`src/rtl/fastica_error_check_pkg.sv`:
```
// Shared constants, state encoding and helpers for the FastICA convergence/error stage.
package fastica_error_check_pkg;

    localparam int unsigned N        = 4;
    localparam int unsigned NN       = N * N;
    localparam int unsigned AW       = $clog2(NN);
    localparam int unsigned CW       = $clog2(N);
    localparam int unsigned DW       = 16;
    localparam int unsigned FRAC     = 14;
    localparam int unsigned ACCW     = 40;
    localparam int unsigned TOL      = 16;
    localparam int unsigned MAX_ITER = 255;
    localparam int unsigned ITW      = 8;

    localparam logic [DW-1:0] ONE = DW'(1 << FRAC);

    typedef enum logic [1:0] {StIdle, StRun, StDrain, StDone} err_state_e;

    function automatic logic [DW-1:0] umax(input logic [DW-1:0] a, input logic [DW-1:0] b);
        return (a > b) ? a : b;
    endfunction

endpackage

```
`src/rtl/fastica_error_check_dot_mac.sv`:
```
// Registered multiply and per-row accumulate; produces |ONE - |dot|| for each finished row.
module fastica_error_check_dot_mac
    import fastica_error_check_pkg::*;
(
    input  logic          clk_error,
    input  logic          go_error,
    input  logic          clr,
    input  logic          in_valid,
    input  logic          in_last,
    input  logic [DW-1:0] w_new,
    input  logic [DW-1:0] w_old,
    output logic          row_valid,
    output logic [DW-1:0] row_err
);

    logic signed [DW-1:0]   a_q, b_q;
    logic signed [2*DW-1:0] prod_q;
    logic signed [ACCW-1:0] acc_q, prod_ext, acc_sum, dot_full;
    logic                   v1_q, l1_q, v2_q, l2_q;
    logic [DW-1:0]          dot_sat, dot_abs;

    always_ff @(posedge clk_error or negedge go_error) begin
        if (!go_error) begin
            a_q    <= '0;
            b_q    <= '0;
            v1_q   <= 1'b0;
            l1_q   <= 1'b0;
            prod_q <= '0;
            v2_q   <= 1'b0;
            l2_q   <= 1'b0;
            acc_q  <= '0;
        end else if (clr) begin
            a_q    <= '0;
            b_q    <= '0;
            v1_q   <= 1'b0;
            l1_q   <= 1'b0;
            prod_q <= '0;
            v2_q   <= 1'b0;
            l2_q   <= 1'b0;
            acc_q  <= '0;
        end else begin
            a_q    <= w_new;
            b_q    <= w_old;
            v1_q   <= in_valid;
            l1_q   <= in_last;
            prod_q <= (2*DW)'(a_q) * (2*DW)'(b_q);
            v2_q   <= v1_q;
            l2_q   <= v1_q && l1_q;
            if (v2_q) begin
                acc_q <= l2_q ? '0 : acc_sum;
            end
        end
    end

    // Row result is taken combinationally off the final sum so it lands on the row's last edge.
    always_comb begin
        prod_ext = ACCW'(prod_q);
        acc_sum  = acc_q + prod_ext;
        dot_full = acc_sum >>> FRAC;

        if (dot_full[ACCW-1] && !(&dot_full[ACCW-1:DW-1])) begin
            dot_sat = {1'b1, {(DW-1){1'b0}}};
        end else if (!dot_full[ACCW-1] && (|dot_full[ACCW-1:DW-1])) begin
            dot_sat = {1'b0, {(DW-1){1'b1}}};
        end else begin
            dot_sat = dot_full[DW-1:0];
        end

        if (!dot_sat[DW-1]) begin
            dot_abs = dot_sat;
        end else if (dot_sat[DW-2:0] == '0) begin
            dot_abs = {1'b0, {(DW-1){1'b1}}};
        end else begin
            dot_abs = -dot_sat;
        end

        row_err   = (dot_abs >= ONE) ? (dot_abs - ONE) : (ONE - dot_abs);
        row_valid = v2_q && l2_q;
    end

endmodule

```
`src/rtl/fastica_error_check.sv`:
```
// FastICA convergence check: streams W_new/W_old rows, tracks max row error, decides convergence.
module fastica_error_check
    import fastica_error_check_pkg::*;
(
    input  logic           clk_error,
    input  logic           go_error,
    input  logic           en_error,
    output logic           rd_en,
    output logic [AW-1:0]  rd_addr,
    input  logic [DW-1:0]  w_new_data,
    input  logic [DW-1:0]  w_old_data,
    output logic           error_busy,
    output logic           is_converge,
    output logic [DW-1:0]  max_err,
    output logic [ITW-1:0] iter_cnt,
    output logic           timeout
);

    err_state_e     state_q, state_d;
    logic [AW-1:0]  addr_q;
    logic [CW-1:0]  col_q;
    logic [1:0]     drain_q;
    logic           rd_q, rd_last_q, pipe_clr;
    logic           row_valid;
    logic [DW-1:0]  row_err, run_max_q, cur_max, max_err_q;
    logic [ITW-1:0] iter_q;
    logic           timeout_q, conv_q;
    logic           exceed, forced, done_entry, run_start;

    always_ff @(posedge clk_error or negedge go_error) begin
        if (!go_error) begin
            state_q <= StIdle;
        end else begin
            state_q <= state_d;
        end
    end

    always_comb begin
        state_d = state_q;
        case (state_q)
            StIdle:  if (en_error) state_d = StRun;
            StRun: begin
                if (!en_error)                  state_d = StIdle;
                else if (addr_q == AW'(NN - 1)) state_d = StDrain;
            end
            StDrain: begin
                if (!en_error)            state_d = StIdle;
                else if (drain_q == 2'd2) state_d = StDone;
            end
            StDone:  if (!en_error) state_d = StIdle;
            default: state_d = StIdle;
        endcase
    end

    always_comb begin
        error_busy = (state_q == StRun) || (state_q == StDrain);
        rd_en      = (state_q == StRun);
        pipe_clr   = (state_q == StIdle);
    end

    always_ff @(posedge clk_error or negedge go_error) begin
        if (!go_error) begin
            addr_q    <= '0;
            col_q     <= '0;
            drain_q   <= 2'd0;
            rd_q      <= 1'b0;
            rd_last_q <= 1'b0;
        end else begin
            if (state_q == StRun && state_d == StRun) begin
                addr_q <= addr_q + 1'b1;
                col_q  <= (col_q == CW'(N - 1)) ? '0 : col_q + 1'b1;
            end else begin
                addr_q <= '0;
                col_q  <= '0;
            end
            drain_q   <= (state_q == StDrain && state_d == StDrain) ? drain_q + 2'd1 : 2'd0;
            // Tags follow the weight RF's one-cycle read latency.
            rd_q      <= rd_en;
            rd_last_q <= rd_en && (col_q == CW'(N - 1));
        end
    end

    fastica_error_check_dot_mac u_dot_mac (
        .clk_error (clk_error),
        .go_error  (go_error),
        .clr       (pipe_clr),
        .in_valid  (rd_q),
        .in_last   (rd_last_q),
        .w_new     (w_new_data),
        .w_old     (w_old_data),
        .row_valid (row_valid),
        .row_err   (row_err)
    );

    // Fold the row finishing this cycle in, so the last row counts on the DONE edge.
    always_comb begin
        cur_max    = (row_valid && error_busy) ? umax(run_max_q, row_err) : run_max_q;
        exceed     = cur_max > DW'(TOL);
        forced     = exceed && (iter_q == ITW'(MAX_ITER - 1));
        done_entry = (state_q == StDrain) && (state_d == StDone);
        run_start  = (state_q == StIdle) && (state_d == StRun);
    end

    always_ff @(posedge clk_error or negedge go_error) begin
        if (!go_error) begin
            run_max_q <= '0;
            max_err_q <= '0;
            iter_q    <= '0;
            timeout_q <= 1'b0;
            conv_q    <= 1'b0;
        end else begin
            run_max_q <= error_busy ? cur_max : '0;
            if (run_start) begin
                max_err_q <= '0;
                conv_q    <= 1'b0;
            end else if (done_entry) begin
                max_err_q <= cur_max;
                conv_q    <= !exceed || forced;
                timeout_q <= forced;
                if (exceed && !forced && iter_q != {ITW{1'b1}}) begin
                    iter_q <= iter_q + 1'b1;
                end
            end else if (state_q == StDone && state_d == StIdle) begin
                conv_q <= 1'b0;
            end
        end
    end

    assign rd_addr     = addr_q;
    assign is_converge = conv_q;
    assign max_err     = max_err_q;
    assign iter_cnt    = iter_q;
    assign timeout     = timeout_q;

endmodule

```
`config.mk`:
```
export PLATFORM = sky130hd
export DESIGN_NAME = fastica_error_check
export DESIGN_NICKNAME = d
export VERILOG_FILES = /design/src/rtl/fastica_error_check_pkg.sv /design/src/rtl/fastica_error_check_dot_mac.sv /design/src/rtl/fastica_error_check.sv
export SDC_FILE = /design/constraint.sdc
export NUM_CORES = 1
export LEC_CHECK = 0
export CAP_MARGIN = 10
export CORE_UTILIZATION = 59
export CTS_BUF_LIST = sky130_fd_sc_hd__clkbuf_8
export CTS_CLUSTER_SIZE = 12
export DETAILED_ROUTE_END_ITERATION = 8
export PLACE_DENSITY = 0.8
export SLEW_MARGIN = 40
export SYNTH_ARGS = -nofsm -noshare
export SYNTH_HDL_FRONTEND = slang
export SYNTH_SLANG_ARGS = --single-unit
```
`constraint.sdc`:
```
create_clock -name clk_error -period 9.61 [get_ports clk_error]
set_input_delay 2.4025 -clock clk_error [delete_from_list [all_inputs] [get_ports clk_error]]
set_output_delay 2.4025 -clock clk_error [all_outputs]
set_load 0.05 [all_outputs]
```
; Word-level counts from Yosys, hierarchy flattened
; Cells that the tools add are included.
[totals]
input_bits = 35
word_cells = 107
out_inout_bits = 32
regBits = 162
[op_classes]
magnitude_cmp = 3
n_mux = 34
reduce_logical = 30
mul = 1
eq_ne = 11
bitwise = 1
n_addsub = 8
[op_table]
columns = cell, count
row1 = $mux 16, 12
row2 = $mux 40, 3
row3 = $add 40x32->40, 1
row4 = $mul 16x16->32, 1
row5 = $mux 32, 1
row6 = $mux 2, 9
row7 = $ge 16x15->1 const B, 1
row8 = $gt 16x16->1, 1
row9 = $gt 16x5->1 const B, 1
row10 = $neg 16->16, 1
row11 = $sub 15x16->16 const A, 1
row12 = $sub 16x15->16 const B, 1
row13 = $logic_not 15->1, 1
row14 = $logic_and 1x1->1, 14
row15 = $eq 2x2->1 const B, 6
row16 = $reduce_and 11->1, 1
row17 = $reduce_or 11->1, 1
row18 = $add 8x1->8 const B, 1
row19 = $eq 8x8->1 const B, 1
row20 = $ne 8x8->1 const B, 1
row21 = $pmux 2 s4, 1
row22 = $mux 1, 7
row23 = $add 2x1->2 const B, 2
row24 = $add 4x1->4 const B, 1
row25 = other kinds (11), 18

; Depth between registers and ports, before layout
; Gate-level depths: netlist of run 1.
[depth]
ltp_word = 19
depth_mapped = 51
depth_no_buf = 45

; Cells and area by module
; From an unflattened synthesis of run 1, not the netlist that was laid out.
[unflattened]
hier_cells = 2126
hier_area_um2 = 19596.3
[by_module_without_submodules]
columns = mod, cells_per_inst, seq_area_each_um2, instances, area_per_inst_um2
row1 = fastica_error_check_dot_mac, 1849, 2702.6, 1, 16753.6
row2 = fastica_error_check, 277, 1351.3, 1, 2842.7

; Worst setup path before layout of run 1
; OpenSTA, ideal clock, no wires.
[synth_timing]
path_type = reg-to-reg
from = reg u_dot_mac.acc_q[0]
to = reg iter_q[3], in the netlist iter_cnt[3]
period_less_slack_ps = 8956
arrival_ps = 8809
stages_incl_launch_ff = 50
path_slack_ps = 654
required_time_ps = 9463
setup_time_ps = 147
n_path_buf = 7
cell_sequence = dfrtp_1 > ha_1 > fa_1 > a211o_1 > a211oi_2 > or4_4 > nand4_2 > a2111o_1 > nand3_1 > and2_1 > and4_1 > buf_2 > and2_1 > buf_6 > a21oi_1 > ha_1 > inv_1 > nor2_1 > [14 not listed] > o21a_1 > o21ai_0 > nand2b_1 > a21oi_1 > nor2b_1 > o21a_1 > o21ai_0 > a21boi_0 > o22ai_1 > nand4_1 > clkbuf_1 > clkbuf_1 > and2_1 > a2111oi_2 > o2111a_1 > buf_6 > nor2_1 > xor2_1
[synth_between]
elab_chain_len = 19
elab_cells_between_ends = 26
cone_classes = add/sub (4) / order compare (3) / mux (7) / reduce/logical (12)
[synth_lines]
columns = item, line_no
row1 = start: declaration, fastica_error_check_dot_mac.sv:18  ; logic signed [ACCW-1:0] acc_q, prod_ext, acc_sum, dot_full;
row2 = start signal: assignment, fastica_error_check_dot_mac.sv:50  ; acc_q <= l2_q ? '0 : acc_sum;
row3 = $add 40x32->40 *, fastica_error_check_dot_mac.sv:58  ; acc_sum = acc_q + prod_ext;
row4 = "$reduce_or 11->1, or another cell as far along", fastica_error_check_dot_mac.sv:63  ; end else if (!dot_full[ACCW-1] && (|dot_full[ACCW-1:DW-1])) begin
row5 = $logic_and 1x1->1 / $logic_not 1->1 (equally long branches), "fastica_error_check_dot_mac.sv:63, fastica_error_check_dot_mac.sv:61"
row6 = $mux 16 / $logic_and 1x1->1 (equally long branches), "fastica_error_check_dot_mac.sv:63, fastica_error_check_dot_mac.sv:61"
row7 = $mux 16 *, fastica_error_check_dot_mac.sv:61  ; if (dot_full[ACCW-1] && !(&dot_full[ACCW-1:DW-1])) begin
row8 = $neg 16->16 / $logic_not 15->1 (equally long branches), "fastica_error_check_dot_mac.sv:74, fastica_error_check_dot_mac.sv:71"
row9 = $mux 16, fastica_error_check_dot_mac.sv:71  ; end else if (dot_sat[DW-2:0] == '0) begin
row10 = $mux 16 *, fastica_error_check_dot_mac.sv:69  ; if (!dot_sat[DW-1]) begin
row11 = [2 not listed], n/a
row12 = $gt 16x16->1, fastica_error_check_pkg.sv:20  ; return (a > b) ? a : b;
row13 = $mux 16 *, fastica_error_check_pkg.sv:20
row14 = $mux 16 *, fastica_error_check.sv:97  ; cur_max = (row_valid && error_busy) ? umax(run_max_q, row_err) : run_max_q;
row15 = $gt 16x5->1 *, fastica_error_check.sv:98  ; exceed = cur_max > DW'(TOL);
row16 = $logic_and 1x1->1, fastica_error_check.sv:99  ; forced = exceed && (iter_q == ITW'(MAX_ITER - 1));
row17 = $logic_not 1->1, fastica_error_check.sv:120  ; if (exceed && !forced && iter_q != {ITW{1'b1}}) begin
row18 = $logic_and 1x1->1 * (2 in series), fastica_error_check.sv:120
row19 = $reduce_and 3->1 (no line) *, n/a
row20 = end signal: assignment, fastica_error_check.sv:121  ; iter_q <= iter_q + 1'b1;
row21 = end: declaration, fastica_error_check.sv:26  ; logic [ITW-1:0] iter_q;
; Every way passes the cells marked *; elsewhere a longest branch is shown, timed or not.
; A chain may end at the register's enable or synchronous reset.

; Worst setup path in the final report of run 1
[layout_timing]
from = reg u_dot_mac.acc_q[0]
to = reg iter_q[7], in the netlist iter_cnt[7]
; Same word-level chain as after synthesis.

==> impl_metrics.ini, run 1 <==
[synthesis]
synth_top_flop_cell = dfrtp_1
syn_nets = 2669
synthArstFlopShare_pct = 100.0
yosysWarnings = 0
synth_top_area_cell = fa_1
synth-seq-area-share_pct = 20.03
synth-edff-count = 0
synth.area.top_cells = fa_1 26%, dfrtp_1 20%, ha_1 9.3%
synth_cells = 2220
yosysUniqueCellTypes = 94
avgSynthCellArea_um2 = 9.116
synth.most_common_cell = inv_1
synth.ff_latch_count = 162
yosysTopAreaCellShare_pct = 26.02
syn-cell-area_um2 = 20240
synth_top_cells_by_count = 305 x inv_1, 266 x nand2_1, 263 x fa_1, 162 x dfrtp_1, 151 x ha_1

[die]
ios = 67
dieArea_um2 = 35050
initial_core_util_pct = 60.20
die_width_um = 187.2
die_h_um = 187.2
rows = 67
coreArea_um2 = 33620

[setup_path]
path_class = reg2reg
r2r_end = iter_cnt[7]
critPathArrivalTime_ps = 9730
rr_startpoint = u_dot_mac.acc_q[0]
worst_path_most_repeated_cell = a21oi_2
endpoint_kind = register
crit_path_max_incr_delay_ps = 620
reg2reg_depth = 44
cp_slowest_cell = or4b_4
start_kind = register
cp.required_ps = 10000
critPathMaxFanout = 6
r2r_slack_ps = 270

[layout]
num-fill-cells = 2682
syn_to_final_growth_pct = 10.05
diodes = 0
drive_gt1_share_pct = 8.475
utilization_pct = 66.26
stdcell_area_um2 = 22270
num-nets-final = 2725

[place]
place_ws_ps = 30.30
placed_area_um2 = 21500
dp_hpwl_um = 39650
gp_congestion = 0.9565
port_buffers = 66

[routing]
route.detailed.drc = 0
wl_per_cell_um = 18.17
initialDrtViolationCount = 1046
first_pass_iters = 5
num_vias = 16210
postRouteAntennaNets = 0
viasPerCell = 5.923
drt-total-wl_um = 49720

[sta]
worst_pin_slew_ps = 861.0
slew-limit-headroom_pct = 42.60
period_needed_ps = 9339
drv_slew = 0
setup_viol_count_final = 0
setup_tns_ps = 0
rsz0062_at_grt = true
finalCritPeriodShare_pct = 97.18
fmax_mhz = 107.1
setup_ws_ps = 271.1
final-hold-violation-count = 0
skew_ps = 26.19

[global_route]
grt_pass1_vias = 16650
grt_pass1_wl_um = 82650
grt.total_usage_pct = 29.42
antenna_found_initial = 0
overflow = 0
grt_max_degree = 74

[clock_network]
cts-root-buf = clkbuf_8
cts_tree = done
clk_path_buf_depth = 2
cts.sinks = 162
clk_pin_slew_ps = 110
ctsHtreeMaxLevel = 4
insertion_delay_ps = 520
cts_buffers = 17

[min_path]
hold_path_end = drain_q[0]
hold_depth = 1
hold_class = reg2reg
min_from = drain_q[0]

[power]
cellLeakagePower_nw = 10.32
powerDensity_nw_per_um2 = 322.1
ir_drop_mv = 0.2682
finalPower_mw = 7.174

[status]
status = complete, no violations

[flow_run]
maxCapViolations = 0
[cell type report]
class	count	area, µm²	area share, %
timing repair buffer	127	1207	5.421
clock buffer	17	234.0	1.051
sequential	162	4054	18.20
multi-input combinational	1663	14890	66.84
inverter	305	1145	5.140
clock inverter	15	185.2	0.8314
tap	448	560.5	2.517
[stage by stage]
stage                     hold slack [ps]  std cells
after floorplan                     411.1       2220
after global placement              423.8       2691
after detailed placement            439.9       2692
after CTS                           454.8       2724
after global routing                467.7       2737
final                               449.7       2737
[power by group]
part           switching [mW]  internal, mW  leakage [nW]
Combinational            3.24          2.36          7.90
Clock                   0.318         0.222         0.214
Sequential              0.228         0.807          2.20
Total                    3.79          3.38          10.3
[layer usage]
| layer | share of wire, % | global-route usage, % |
|---|---|---|
| met1 | 42 | 37.85 |
| met3 | 5.2 | 4.146 |
| met4 | 2.1 | 9.931 |
| met2 | 50 | 51.02 |
| met5 | 0 | 0 |
[placed cells by master (no fill, tap or decap), drive strengths merged, types with 59 or more instances in the layout]
cell type        n
clkdlybuf4s50   65
inv            314
ha             151
fa             263
buf             60
dfrtp          162
nand2          267
a21oi           82
nor2b           59
and2           120
o21ai          100
nor2            97
[registers in the layout, indices dropped and copies added (netlist names), 2 cells and up]
name / flops
drain_q: 2
run_max_q: 16
rd_addr: 4
max_err: 16
col_q: 2
u_dot_mac.acc_q: 40
u_dot_mac.b_q: 16
u_dot_mac.a_q: 16
state_q: 2
u_dot_mac.prod_q: 32
iter_cnt: 8
[cells by family after synthesis]
group | share of synthesized area, %
compound gates | 13.63
fa+ha+maj | 35.35
simple gates | 19.41
flops | 20.03
mux | 0.2040
buf+inv | 7.530
xor+xnor | 3.839
[worst max-delay path, delay by kind of cell, from the launching register on]
family | cells | cell delay, ps
AO/OA/AOI/OAI | 21 | 3900
XOR/XNOR | 2 | 330
adder cells (fa/ha/maj) | 4 | 1030
buffers and inverters | 3 | 290
flip-flops | 1 | 430
multiplexers | 1 | 250
AND/OR/NAND/NOR | 13 | 2970
[timing repair]
action,CTS,global route
pin swaps,2,18
setup endpoints to repair,3,16
cloned,0,2
hold buffers,0,0
resized for setup,1,47
buffers inserted,0,11
[worst max-delay path by stage]
stage	endpoint	from	slack (ps)
6_report	iter_cnt[7]	u_dot_mac.acc_q[0]	270
5_1_grt	iter_cnt[7]	u_dot_mac.acc_q[0]	-110
4_1_cts	iter_cnt[7]	u_dot_mac.acc_q[0]	10
3_5_place_dp	iter_cnt[7]	u_dot_mac.acc_q[0]	30
3_3_place_gp	iter_cnt[7]	u_dot_mac.acc_q[0]	230
2_1_floorplan	iter_cnt[3]	u_dot_mac.acc_q[0]	650
Power figures use the tool's default switching activity.
==> run 2: changes to the inputs <==
GPL_TIMING_DRIVEN = 1   (was default)
MAX_ROUTING_LAYER = met4   (was default)
==> run 2 against run 1 <==
Against the previous run: clock skew increased by 2.7 ps; design area increased by 0.43%; flip-flop and latch count stayed put; register-to-register slack got worse by 20 ps; via count is 0.58% lower; final cell count increased by 0.37%; maximum frequency down 0.20%; die area unchanged; sequential share of layout area shrank 0.078 points; largest cell class unchanged; largest power group unchanged; critical path type unchanged.
==> impl_metrics.ini, run 2 (synthesis results as in run 1) <==
[place]
place_inst = 2693
dp_hpwl_um = 39780
placed_area_um2 = 21510
port_buffers = 66
gp_congestion = 0.9886

[clock_network]
ctsHtreeMaxLevel = 4
cts-root-buf = clkbuf_8
cts_buffers = 17
insertion_delay_ps = 520
cts_tree = done
clk_pin_slew_ps = 110
holdBufCountCts = 0
cts.sinks = 162
clk_path_buf_depth = 2

[layout]
num-fill-cells = 2642
top_regs = u_dot_mac.acc_q: 40 flops, u_dot_mac.prod_q: 32 flops
largest_register_ffs = 40
seq_area_um2 = 4054
mostFrequentLayoutCell = inv_1
multiInputGateArea_um2 = 14890
fin_cells = 2747
num-nets-final = 2735
syn_to_final_growth_pct = 10.53
regMostFlops = u_dot_mac.acc_q
utilization_pct = 66.54
stdcell_area_um2 = 22370
diodes = 0
final_cell_mix = 304 x inv_1, 264 x nand2_1, 262 x fa_1
drive_gt1_share_pct = 8.743

[status]
status = complete, no violations

[sta]
slew-limit-headroom_pct = 47.65
worst_pin_slew_ps = 779.7
final-hold-violation-count = 0
finalCritPeriodShare_pct = 97.37
skew_ps = 28.91
period_needed_ps = 9358
fmax_mhz = 106.9
drv_slew = 0
setup_tns_ps = 0
rsz0062_at_grt = true
setup_viol_count_final = 0

[die]
die_width_um = 187.2
rows = 67
initial_core_util_pct = 60.20
die_h_um = 187.2
ios = 67
coreArea_um2 = 33620
dieArea_um2 = 35050

[global_route]
grt_pass1_wl_um = 83790
grt_max_degree = 79
grt_pass1_vias = 16770
grt.total_usage_pct = 30.68
overflow = 0
antenna_found_initial = 0

[min_path]
hold_class = reg2reg
min_from = drain_q[0]
hold_depth = 1
hold_path_end = drain_q[0]

[routing]
wl_per_cell_um = 18.33
postRouteAntennaNets = 0
num_vias = 16120
viasPerCell = 5.867
route.detailed.drc = 0
drt-total-wl_um = 50360
initialDrtViolationCount = 1200
first_pass_iters = 6

[setup_path]
cp_slowest_cell = or4b_4
endpoint_kind = register
rr_startpoint = u_dot_mac.prod_q[0]
startpoint = u_dot_mac.prod_q[0]
critPathArrivalTime_ps = 9750
crit_path_max_incr_delay_ps = 620
r2r_end = iter_cnt[4]
reg2reg_depth = 45
critPathMaxFanout = 7
cp.required_ps = 10000
start_kind = register
path_class = reg2reg
r2r_slack_ps = 250

[power]
finalPower_mw = 7.176
ir_drop_mv = 0.4206
powerDensity_nw_per_um2 = 320.8
cellLeakagePower_nw = 10.37

[flow_run]
maxCapViolations = 0
-- run 2: where the power goes --
part | switching, mW | internal, mW | leakage [nW]
clock | 0.334 | 0.227 | 0.218
combinational | 3.23 | 2.34 | 7.95
sequential | 0.235 | 0.807 | 2.20
total | 3.80 | 3.38 | 10.4
-- run 2: layer usage --
metal | vias up | GRT usage (%) | share of wire, %
met5 | - | - | 0
met4 | 0 | 7.787 | 2.2
met3 | 95 | 4.259 | 5.3
met2 | 530 | 51.77 | 50
met1 | 8052 | 38.97 | 42
li1 | 7441 | - | -
-- run 2: timing repair --
action,in CTS,in global routing
setup endpoints to repair,0,10
resized for setup,0,51
setup buffers,0,19
-- run 2: worst max-delay path by stage --
stage	endpoint	cells past startpoint
after global placement	iter_cnt[7]	44
after detailed placement	iter_cnt[7]	44
after CTS	iter_cnt[7]	44
final	iter_cnt[4]	45
after floorplan	iter_cnt[3]	49
after global routing	iter_cnt[3]	45
-- run 2: final cells by class --
cell class	count	area share (%)
Tap cell	448	2.506
Sequential cell	162	18.12
Timing Repair Buffer	137	5.756
Inverter	305	5.118
Clock inverter	15	0.9061
Clock buffer	17	1.046
Multi-Input combinational cell	1663	66.55
-- run 2: critical path: cells and delay by family, from the launching register on --
family | cells | cell delay (ps)
mux | 1 | 260
compound gates | 19 | 3320
buf+inv | 4 | 570
xor+xnor | 2 | 310
flops | 1 | 430
fa+ha+maj | 4 | 1050
simple gates | 15 | 3260
-- run 2: metrics by stage --
step | hold WS, ps | worst slack [ps]
after floorplan | 411.1 | 654.3
after global placement | 424.9 | 200.7
after detailed placement | 427.2 | 54.95
after CTS | 441.1 | 13.28
after global routing | 460.6 | -188.8
final | 440.2 | 252.3
